==> src/rtl/timer_pkg.sv <==
// Shared types and defaults for the serial bit timer controller and its counters.
// Combinational content only; no latency or flow control.
package timer_pkg;

  typedef enum logic [1:0] {
    IDLE = 2'd0,
    RUN  = 2'd1,
    DONE = 2'd2
  } timer_state_t;

  localparam int DEFAULT_NUM_CNT_BITS = 4;

endpackage

==> src/rtl/flex_counter.sv <==
// Programmable-rollover counter: counts 1..rollover_val while enabled, flag high at rollover_val.
// One-cycle registered update; clear has priority over count_enable, no backpressure.
module flex_counter
  import timer_pkg::*;
#(
  parameter int NUM_CNT_BITS = DEFAULT_NUM_CNT_BITS
) (
  input  logic                    clk,
  input  logic                    n_rst,
  input  logic                    clear,
  input  logic                    count_enable,
  input  logic [NUM_CNT_BITS-1:0] rollover_val,
  output logic [NUM_CNT_BITS-1:0] count_out,
  output logic                    rollover_flag
);

  localparam logic [NUM_CNT_BITS-1:0] CNT_ONE = NUM_CNT_BITS'(1);

  logic [NUM_CNT_BITS-1:0] r_count;
  logic [NUM_CNT_BITS-1:0] w_next_count;
  logic                    r_flag;
  logic                    w_next_flag;

  always_comb begin
    w_next_count = r_count;
    w_next_flag  = r_flag;
    if (clear) begin
      w_next_count = '0;
      w_next_flag  = 1'b0;
    end else if (count_enable) begin
      w_next_count = (r_count == rollover_val) ? CNT_ONE : r_count + CNT_ONE;
      w_next_flag  = (w_next_count == rollover_val);
    end
  end

  always_ff @(posedge clk or negedge n_rst) begin
    if (!n_rst) begin
      r_count <= '0;
      r_flag  <= 1'b0;
    end else begin
      r_count <= w_next_count;
      r_flag  <= w_next_flag;
    end
  end

  assign count_out     = r_count;
  assign rollover_flag = r_flag;

endmodule

==> src/rtl/bit_timer_ctrl.sv <==
// Frame timer: divider strobes every bit_period clocks, bit counter ends frame after frame_bits strobes.
// First strobe P cycles after RUN entry, frame_done one cycle after last strobe; start only taken in IDLE.
module bit_timer_ctrl
  import timer_pkg::*;
#(
  parameter int NUM_CNT_BITS = DEFAULT_NUM_CNT_BITS
) (
  input  logic                    clk,
  input  logic                    n_rst,
  input  logic                    start,
  input  logic                    abort,
  input  logic [NUM_CNT_BITS-1:0] bit_period,
  input  logic [NUM_CNT_BITS-1:0] frame_bits,
  output logic                    busy,
  output logic                    shift_strobe,
  output logic [NUM_CNT_BITS-1:0] bit_index,
  output logic                    frame_done,
  output logic                    cfg_err
);

  timer_state_t            r_state;
  logic [NUM_CNT_BITS-1:0] r_bit_period;
  logic [NUM_CNT_BITS-1:0] r_frame_bits;
  logic                    r_busy;
  logic                    r_frame_done;
  logic                    r_cfg_err;

  logic                    w_run;
  logic                    w_clear;
  logic                    w_cfg_ok;
  logic                    w_div_flag;
  logic [NUM_CNT_BITS-1:0] w_div_count;
  logic [NUM_CNT_BITS-1:0] w_bit_idx;
  logic                    w_bit_flag;
  logic                    w_shift_strobe;
  logic                    w_last_strobe;
  logic                    w_unused_cnt;

  assign w_run          = (r_state == RUN);
  assign w_clear        = !w_run || abort;
  assign w_cfg_ok       = (bit_period != '0) && (frame_bits != '0);
  assign w_shift_strobe = w_run && w_div_flag;
  // Extra bit keeps bit_index+1 from wrapping when frame_bits is all ones.
  assign w_last_strobe  = w_shift_strobe &&
                          (({1'b0, w_bit_idx} + {{NUM_CNT_BITS{1'b0}}, 1'b1}) == {1'b0, r_frame_bits});
  assign w_unused_cnt   = &{1'b0, w_div_count, w_bit_flag};

  flex_counter #(.NUM_CNT_BITS(NUM_CNT_BITS)) div_cnt (
    .clk          (clk),
    .n_rst        (n_rst),
    .clear        (w_clear),
    .count_enable (w_run),
    .rollover_val (r_bit_period),
    .count_out    (w_div_count),
    .rollover_flag(w_div_flag)
  );

  flex_counter #(.NUM_CNT_BITS(NUM_CNT_BITS)) bit_cnt (
    .clk          (clk),
    .n_rst        (n_rst),
    .clear        (w_clear),
    .count_enable (w_shift_strobe),
    .rollover_val (r_frame_bits),
    .count_out    (w_bit_idx),
    .rollover_flag(w_bit_flag)
  );

  always_ff @(posedge clk or negedge n_rst) begin
    if (!n_rst) begin
      r_state      <= IDLE;
      r_bit_period <= '0;
      r_frame_bits <= '0;
      r_busy       <= 1'b0;
      r_frame_done <= 1'b0;
      r_cfg_err    <= 1'b0;
    end else begin
      r_frame_done <= 1'b0;
      r_cfg_err    <= 1'b0;
      case (r_state)
        IDLE: begin
          if (start) begin
            if (w_cfg_ok) begin
              r_bit_period <= bit_period;
              r_frame_bits <= frame_bits;
              r_state      <= RUN;
              r_busy       <= 1'b1;
            end else begin
              r_cfg_err <= 1'b1;
            end
          end
        end
        RUN: begin
          // Abort beats a coincident last strobe: no DONE cycle in that case.
          if (abort) begin
            r_state <= IDLE;
            r_busy  <= 1'b0;
          end else if (w_last_strobe) begin
            r_state      <= DONE;
            r_frame_done <= 1'b1;
          end
        end
        DONE: begin
          r_state <= IDLE;
          r_busy  <= 1'b0;
        end
        default: begin
          r_state <= IDLE;
          r_busy  <= 1'b0;
        end
      endcase
    end
  end

  assign busy         = r_busy;
  assign shift_strobe = w_shift_strobe;
  assign bit_index    = w_bit_idx;
  assign frame_done   = r_frame_done;
  assign cfg_err      = r_cfg_err;

endmodule

==> config.mk <==
export PLATFORM = sky130hd
export DESIGN_NAME = bit_timer_ctrl
export DESIGN_NICKNAME = d
export VERILOG_FILES = /design/src/rtl/timer_pkg.sv /design/src/rtl/flex_counter.sv /design/src/rtl/bit_timer_ctrl.sv
export SDC_FILE = /design/constraint.sdc
export NUM_CORES = 1
export LEC_CHECK = 0
export CAP_MARGIN = 0
export CORE_UTILIZATION = 51
export CTS_CLUSTER_DIAMETER = 120
export CTS_CLUSTER_SIZE = 12
export DETAILED_ROUTE_END_ITERATION = 12
export GPL_TIMING_DRIVEN = 0
export PLACE_DENSITY = 0.85
export RECOVER_POWER = 50
export REMOVE_ABC_BUFFERS = 1
export SETUP_SLACK_MARGIN = 0.4
export SLEW_MARGIN = 20
export SYNTH_ARGS = -nofsm -noshare
export SYNTH_HDL_FRONTEND = slang
export SYNTH_SLANG_ARGS = --single-unit
==> constraint.sdc <==
create_clock -name clk -period 2.1 [get_ports clk]
set_input_delay 0.42 -clock clk [delete_from_list [all_inputs] [get_ports clk]]
set_output_delay 0.42 -clock clk [all_outputs]
set_load 0.05 [all_outputs]
* After elaboration in Yosys (flattened, before gate mapping)
Index checks and enable logic that the tools add are counted.
** Cells by class
- Add/subtract/negate cells :: 3
- Equal/unequal tests :: 9
- Mux-type cells :: 23
- Reduce and logical (&&, ||, !) cells :: 13
** Operators with widths (number)
- $mux 4 :: 6
- $eq 4x4->1 :: 3
- $mux 1 :: 11
- $reduce_and 3->1 :: 3
- $add 4x1->4 const B :: 2
- $mux 2 :: 4
- $reduce_bool 4->1 :: 2
- $ne 2x2->1 const B :: 3
- $add 4x1->5 const B :: 1
- $eq 5x4->1 :: 1
- $pmux 2 s2 :: 1
- $reduce_bool 2->1 :: 2
- $logic_and 1x1->1 :: 3
- $ne 3x2->1 const B :: 1
- $eq 2x1->1 const B :: 1
- $logic_not 2->1 :: 1
- $pmux 1 s2 :: 1
- $logic_not 1->1 :: 1
- $logic_or 1x1->1 :: 1
** Word-level totals
- Bits in registers :: 22
- Output and inout port bits :: 8

* Longest topological paths before layout
Gate-level depths: netlist of the first run.
- Word-level depth :: 6
- Mapped depth :: 6

* By module
From an unflattened synthesis of the first run, not the netlist that was laid out.
** Unflattened totals
- Cell total of the unflattened synthesis :: 160
- Area, all modules :: 1527.7 um^2
** Modules (own cells, without submodules)
- flex_counter :: times used 2, cells an instance 56, area each 452.9 um^2, seq. area each 125.1 um^2
- bit_timer_ctrl :: times used 1, cells an instance 48, area each 621.8 um^2, seq. area each 325.3 um^2

* Worst setup path after synthesis of the first run
Ideal clock, no wire load.
- Path type :: register to register
- Start point :: register bit_cnt.r_count[0], in the netlist bit_cnt.count_out[0]
- End point :: register bit_cnt.r_count[1], in the netlist bit_cnt.count_out[1]
- Library setup time :: 0.121 ns
- Arrival time :: 1.647 ns
- Data required time :: 1.979 ns
- Slack :: 0.332 ns
- Stages on the path, launching flop included :: 5
- Buffers on the path :: 0
- Period minus slack after synthesis :: 1.768 ns
- Cells stage by stage :: dfrtp_1 > xor2_1 > o41a_1 > nor2b_4 > a22o_1
** Between the ends
- Longest elaborated chain between the ends :: 4
- Elaborated cells on any way between the ends :: 5
- Classes of those cells :: add/sub: 1; eq/ne: 1; mux: 3
** Ends and longest elaborated chain
- start, declared :: RTL line flex_counter.sv:19 : logic [NUM_CNT_BITS-1:0] r_count;
- start signal, assigned :: RTL line flex_counter.sv:41 : r_count <= w_next_count;
- $add 4x1->4 or $eq 4x4->1 (tied branches) :: RTL line flex_counter.sv:31 : w_next_count = (r_count == rollover_val) ? CNT_ONE : r_count + CNT_ONE;
- $mux 4 * :: RTL line flex_counter.sv:31
- $mux 4 * :: RTL line flex_counter.sv:30 : end else if (count_enable) begin
- $mux 4 * :: RTL line flex_counter.sv:27 : if (clear) begin
Every way passes the cells marked *; elsewhere a longest branch is shown, timed or not. The select of a mux whose other input is x is not followed.
A chain may end at the register's enable or synchronous reset.

* Final worst setup path of the first run
- Start point :: input frame_bits[1]
- End point :: register r_frame_bits[0]
** Between the ends
- Longest elaborated chain between the ends :: 3
** Ends and longest elaborated chain
- start, declared :: RTL line bit_timer_ctrl.sv:13 : input logic [NUM_CNT_BITS-1:0] frame_bits,
- $reduce_bool 4->1 :: RTL line bit_timer_ctrl.sv:41 : assign w_cfg_ok = (bit_period != '0) && (frame_bits != '0);
- $logic_and 1x1->1 :: RTL line bit_timer_ctrl.sv:41
- $reduce_and 3->1 (no line)
- end signal, assigned :: RTL line bit_timer_ctrl.sv:84 : r_frame_bits <= frame_bits;
- end, declared :: RTL line bit_timer_ctrl.sv:23 : logic [NUM_CNT_BITS-1:0] r_frame_bits;
No other way between the ends.

==> results.py, run 1 <==
metrics = {
    "run_status": {
        "status": "finished, final reports clean",
    },
    "cells_and_area": {
        "fin_nets": 141,
        "fillerInstances": 157,
        "seq_area_um2": 551,
        "drive_above_1_share_pct": 14.3,
        "finish.utilization_pct": 67.5,
        "fin_area_um2": 1360,
        "areaGrowthSynthToFinish_pct": 20.8,
        "diodes": 0,
        "multi_input_area_um2": 546,
    },
    "clocking": {
        "post-cts-setup-buffers": 0,
        "cts_max_path_buffers": 2,
        "htreeDepth": 1,
        "cts_tree": "yes",
        "cts-resized-gates": 18,
        "clk_pin_slew_ns": 0.13,
        "cts_sinks": 22,
        "root_buffer": "clkbuf_4",
        "clk-insertion-delay-late_ns": 0.31,
        "hold_buffers": 0,
        "cts_buffers": 3,
    },
    "setup_path": {
        "cp.arrival_ns": 1.99,
        "cp_max_fo": 11,
        "path_cells": "dlygate4sd3_1, nor4_1, nor2_1, and3_1, mux2_2",
        "r2r-end": "bit_cnt.count_out[1]",
        "cpPeakStageDelay_ns": 0.56,
        "criticalPathCategory": "in -> reg",
        "rrSetupSlack_ns": 0.47,
        "critPathRequiredTime_ns": 2.31,
        "cp-start-kind": "input port",
        "reg2reg_depth": 4,
        "cp_slowest_cell": "dlygate4sd3_1",
        "r2r-start": "bit_cnt.count_out[0]",
        "endpoint_kind": "register",
    },
    "flow_run": {
        "max-cap-violations": 0,
    },
    "sta": {
        "fmaxAchievable_mhz": 562,
        "fin_worst_skew_ns": 0.00201,
        "finalMaxSlewViolations": 0,
        "slew_headroom_pct": 35.5,
        "setup_violations": 0,
        "grt_setup_unrepaired": "yes",
        "worstMarginPinSlew_ns": 0.965,
        "hold_viol_final": 0,
        "fin_crit_ns": 1.78,
        "fin_crit_sh_pct": 84.7,
        "finalSetupTns_ns": 0,
    },
    "power": {
        "peakVddDrop_mv": 0.576,
        "p_per_area_nw_per_um2": 761,
        "leakage_uw": 0.000577,
    },
    "hold_path": {
        "worstHoldPathType": "reg -> reg",
        "whs_endpoint": "busy",
        "hold_start": "r_state[1]",
        "holdPathStages": 1,
    },
    "synthesis": {
        "ys_warn_count": 0,
        "avgSynthCellArea_um2": 10.7,
        "ys_types": 31,
        "syn_area_um2": 1130,
        "seq_area_frac_synth_pct": 48.8,
        "synth-edff-count": 0,
        "synth_cells": 105,
        "synthFlopType": "dfrtp_1",
        "async_flop_share_pct": 100,
        "synth_seq_cells": 22,
    },
    "floorplanning": {
        "dieHeight_um": 49.0,
        "start_util_pct": 55.8,
        "rows": 16,
        "ios": 20,
        "die_area_um2": 2400,
        "fp.dieW_um": 49.0,
        "core_um2": 2020,
    },
    "route": {
        "antenna_left": 0,
        "drc_errors": 0,
        "vias_per_cell": 5.81,
        "wl_per_cell_um": 14.1,
        "vias": 889,
        "routed_wirelength_um": 2150,
        "drt_pass1_iterations": 4,
        "drt_iter0_drc": 23,
    },
    "global_routing": {
        "grt_pass1_vias": 896,
        "grt_pass1_wl_um": 3780,
        "track_usage_pct": 21.2,
        "antenna_found_initial": 0,
        "globalRoute.totalOverflow": 0,
        "grt_max_degree": 23,
    },
    "place": {
        "placed_area_um2": 1330,
        "port-buffer-count": 19,
        "dpl.hpwl_um": 1600,
        "place.gp.congestion": 0.935,
    },
}
[per-layer routing]
metal | up-vias | GRT usage [%] | share of wire [%]
li1 | 418 | - | -
met1 | 432 | 26.2 | 46
met2 | 35 | 34.0 | 47
met3 | 4 | 5.30 | 4.6
met4 | 0 | 11.3 | 2.1
met5 | - | 0 | 0
[kinds of logic after synthesis]
logic type	count (synthesis)	share of synthesized area [%]
AOI/OAI and AO/OA	19	11.1
xor gates and xnor gates	13	10.1
adders and majority gates	2	2.22
buffers and inverters	5	2.99
DFF	22	48.8
muxes	8	7.87
and+or+nand+nor	36	17.0
[state kept, by name, indices dropped and copies added (netlist names)]
register,count
r_state,2
bit_cnt.count_out,4
cfg_err,1
frame_done,1
busy,1
div_cnt.count_out,4
r_bit_period,4
r_frame_bits,4
div_cnt.rollover_flag,1
[through the flow]
stage | instances | total power (uW) | hold WS [ns] | setup WS (ns)
3_3_place_gp | 149 | 794 | 0.476 | 0.204
3_5_place_dp | 149 | 809 | 0.502 | 0.199
6_report | 153 | 1040 | 0.526 | 0.321
2_1_floorplan | 103 | 721 | 0.124 | 0.319
5_1_grt | 153 | 1090 | 0.568 | 0.222
4_1_cts | 153 | 1040 | 0.521 | 0.294
[synthesized netlist by cell type (all sizes together) (2+ instances only)]
cell type  instances  share of area, %
a31oi              2               1.1
nor2              13               4.3
nand4              2               1.1
a211oi             2               1.3
nand3              2              0.89
o22ai              2               1.1
a21oi              4               1.8
buf                2               2.0
nor3               2              0.89
nor4               4               2.2
o21ai              4               1.8
xor2               5               3.9
xnor2              8               6.2
and3               2               1.6
inv                3               1.0
dfrtp             22                49
ha                 2               2.2
mux2               7               7.0
nand2              6               2.0
[critical path, delay by kind of cell]
kind | cells | cell delay (ns)
and+or+nand+nor | 3 | 0.68
muxes | 1 | 0.32
buffers and inverters | 1 | 0.56
[power breakdown]
| part | switching (uW) | leakage, uW | total (uW) | internal [uW] |
|---|---|---|---|---|
| Clock | 135 | 0.0000210 | 241 | 106 |
| Combinational | 140 | 0.000272 | 263 | 123 |
| Sequential | 57.7 | 0.000284 | 534 | 477 |
| Total | 333 | 0.000577 | 1040 | 705 |
[area by class of cell]
cell class                      count  share of cell area [%]
Clock buffer                        4                    2.66
Inverter                            3                   0.826
Multi-Input combinational cell     78                    40.0
Sequential cell                    22                    40.4
Tap cell                           27                    2.48
Timing Repair Buffer               19                    13.7
[cells in the final DEF, fill, tap and decap left out, types with 3 or more instances in the layout]
cell type and n:
dlygate4sd2_1 3, xor2_1 5, a21oi_1 4, clkbuf_4 3
mux2_2 7, xnor2_1 8, nor2_1 13, clkdlybuf4s15_2 4
dfrtp_1 22, o21ai_0 4, nand2_1 6, nor4_1 3
dlygate4sd3_1 3, inv_1 3, clkdlybuf4s50_1 8
[how the worst max path moves through the flow]
stage | from | end | slack, ns | depth (start not counted)
2_1_floorplan | bit_cnt.count_out[0] | bit_cnt.count_out[1] | 0.32 | 4
3_3_place_gp | bit_period[1] | r_bit_period[3] | 0.20 | 5
3_5_place_dp | abort | bit_cnt.count_out[3] | 0.20 | 5
4_1_cts | r_state[1] | shift_strobe | 0.29 | 2
5_1_grt | frame_bits[1] | r_bit_period[3] | 0.22 | 5
6_report | frame_bits[1] | r_frame_bits[0] | 0.32 | 5
Power figures use the tool's default switching activity.
==> run 2: changes to the inputs <==
CORE_UTILIZATION = 46   (was 51)
PLACE_DENSITY = 0.81   (was 0.85)
clock period = 1.5 ns   (was 2.1 ns; I/O delays follow)
==> results.py, run 2 (synthesis results as in run 1) <==
metrics = {
    "cells_and_area": {
        "fillerInstances": 108,
        "diodes": 0,
        "fin_area_um2": 1830,
        "final_common_cell": "buf_4",
        "fin_nets": 175,
        "finish.utilization_pct": 81.2,
        "layout_common_cells": "buf_4, buf_6, dfrtp_1",
        "drive_above_1_share_pct": 53.5,
        "areaGrowthSynthToFinish_pct": 62.3,
    },
    "setup_path": {
        "cp-start-kind": "register",
        "endpoint_kind": "register",
        "cp.arrival_ns": 1.83,
        "critPathRequiredTime_ns": 1.73,
        "rrSetupSlack_ns": -0.10,
        "r2r-start": "bit_cnt.count_out[1]",
        "reg2reg_depth": 6,
        "r2r-end": "r_state[0]",
        "criticalPathCategory": "reg -> reg",
        "cp-startpoint": "bit_cnt.count_out[1]",
        "cp_max_fo": 3,
    },
    "run_status": {
        "violations": "negative setup slack",
        "status": "complete, but fails checks",
    },
    "route": {
        "vias": 1137,
        "vias_per_cell": 6.08,
        "drt_pass1_iterations": 4,
        "routed_wirelength_um": 3720,
        "wl_per_cell_um": 19.9,
        "drt_iter0_drc": 52,
        "drc_errors": 0,
        "antenna_left": 0,
    },
    "place": {
        "placed_area_um2": 1330,
        "place.gp.congestion": 0.853,
        "dpl.hpwl_um": 1630,
        "port-buffer-count": 19,
    },
    "power": {
        "power.total_uw": 1730,
        "peakVddDrop_mv": 0.967,
        "p_per_area_nw_per_um2": 947,
        "leakage_uw": 0.000819,
    },
    "global_routing": {
        "grt_pass1_vias": 1074,
        "track_usage_pct": 26.6,
        "grt_max_degree": 23,
        "antenna_found_initial": 0,
        "globalRoute.totalOverflow": 0,
        "grt_pass1_wl_um": 5150,
    },
    "floorplanning": {
        "rows": 17,
        "dieHeight_um": 51.5,
        "ios": 20,
        "core_um2": 2250,
        "start_util_pct": 50.1,
        "die_area_um2": 2660,
        "fp.dieW_um": 51.5,
    },
    "clocking": {
        "cts_max_path_buffers": 2,
        "root_buffer": "clkbuf_4",
        "htreeDepth": 1,
        "cts_sinks": 22,
        "cts_tree": "yes",
        "clk-insertion-delay-late_ns": 0.31,
        "cts_buffers": 3,
        "clk_pin_slew_ns": 0.13,
    },
    "hold_path": {
        "hold_start": "bit_period[1]",
        "whs_endpoint": "r_bit_period[1]",
        "worstHoldPathType": "in -> reg",
        "holdPathStages": 3,
    },
    "sta": {
        "fin_crit_sh_pct": 107,
        "fin_crit_ns": 1.60,
        "worstMarginPinSlew_ns": 0.535,
        "hold_viol_final": 0,
        "fin_worst_skew_ns": 0.00593,
        "finalMaxSlewViolations": 0,
        "slew_headroom_pct": 64.3,
        "grt_setup_unrepaired": "yes",
        "fmaxAchievable_mhz": 623,
        "setup_violations": 15,
        "timing.hold.ws_ns": 0.386,
        "finalWorstSetupSlack_ns": -0.105,
    },
    "flow_run": {
        "max-cap-violations": 0,
    },
}
==> run 2: how the worst max path moves through the flow <==
| stage | end | slack (ns) | depth (start not counted) |
|---|---|---|---|
| 2_1_floorplan | bit_cnt.count_out[1] | -0.28 | 4 |
| 3_3_place_gp | div_cnt.rollover_flag | -0.29 | 5 |
| 3_5_place_dp | div_cnt.rollover_flag | -0.31 | 5 |
| 4_1_cts | bit_cnt.count_out[1] | -0.02 | 4 |
| 5_1_grt | r_state[0] | -0.15 | 6 |
| 6_report | r_state[0] | -0.10 | 6 |
==> run 2: stage by stage <==
step                setup TNS [ns]  worst slack [ns]  std cells
floorplan                    -1.43            -0.281        103
finish                      -0.481            -0.105        187
global placement             -4.68            -0.290        150
global route                 -1.10            -0.151        187
detailed placement           -5.41            -0.312        150
CTS                        -0.0357           -0.0210        175
==> run 2: routing by layer <==
layer	up-vias	GRT usage, %	part of all wire (%)	wire [um]
met2	54	43.3	53	1980
met4	0	12.2	1.9	71
li1	489	-	-	-
met1	582	35.7	39	1470
met3	12	3.22	5.3	199
met5	-	0	0	0
==> run 2: critical path, cell delays in order (launching register included) <==
cell      delay, ns
dfrtp_1        0.45
buf_6          0.12
buf_6          0.10
nand3_1        0.17
xnor2_1        0.38
nor3_2         0.10
o21bai_1       0.20
==> run 2: area by class of cell <==
| type | count | area [um2] | area share (%) |
|---|---|---|---|
| clock buffer | 3 | 22.5 | 1.23 |
| inverter | 3 | 11.3 | 0.615 |
| multi-input combinational | 79 | 708 | 38.7 |
| sequential | 22 | 559 | 30.5 |
| tap | 28 | 35.0 | 1.91 |
| timing repair buffer | 52 | 495 | 27.0 |
==> run 2: report_power, final <==
group / switching, uW / internal [uW] / total (uW)
Clock: 185 / 93.7 / 279
Combinational: 307 / 372 / 679
Sequential: 107 / 669 / 776
==> run 2: timing repair <==
action                                 CTS  global route
endpoints found under the hold margin    0            22
cloned                                   1             0
buffers inserted                        21            11
pin swaps                               20             8
hold buffers                             0             1
setup endpoints to repair               51            30
gates resized for setup                102            23
==> run 3: changes to the inputs <==
CTS_CLUSTER_DIAMETER = not set   (was 120)
==> results of run 3 <==
Same layout as run 2: the final DEF is identical, and so are final timing and power.
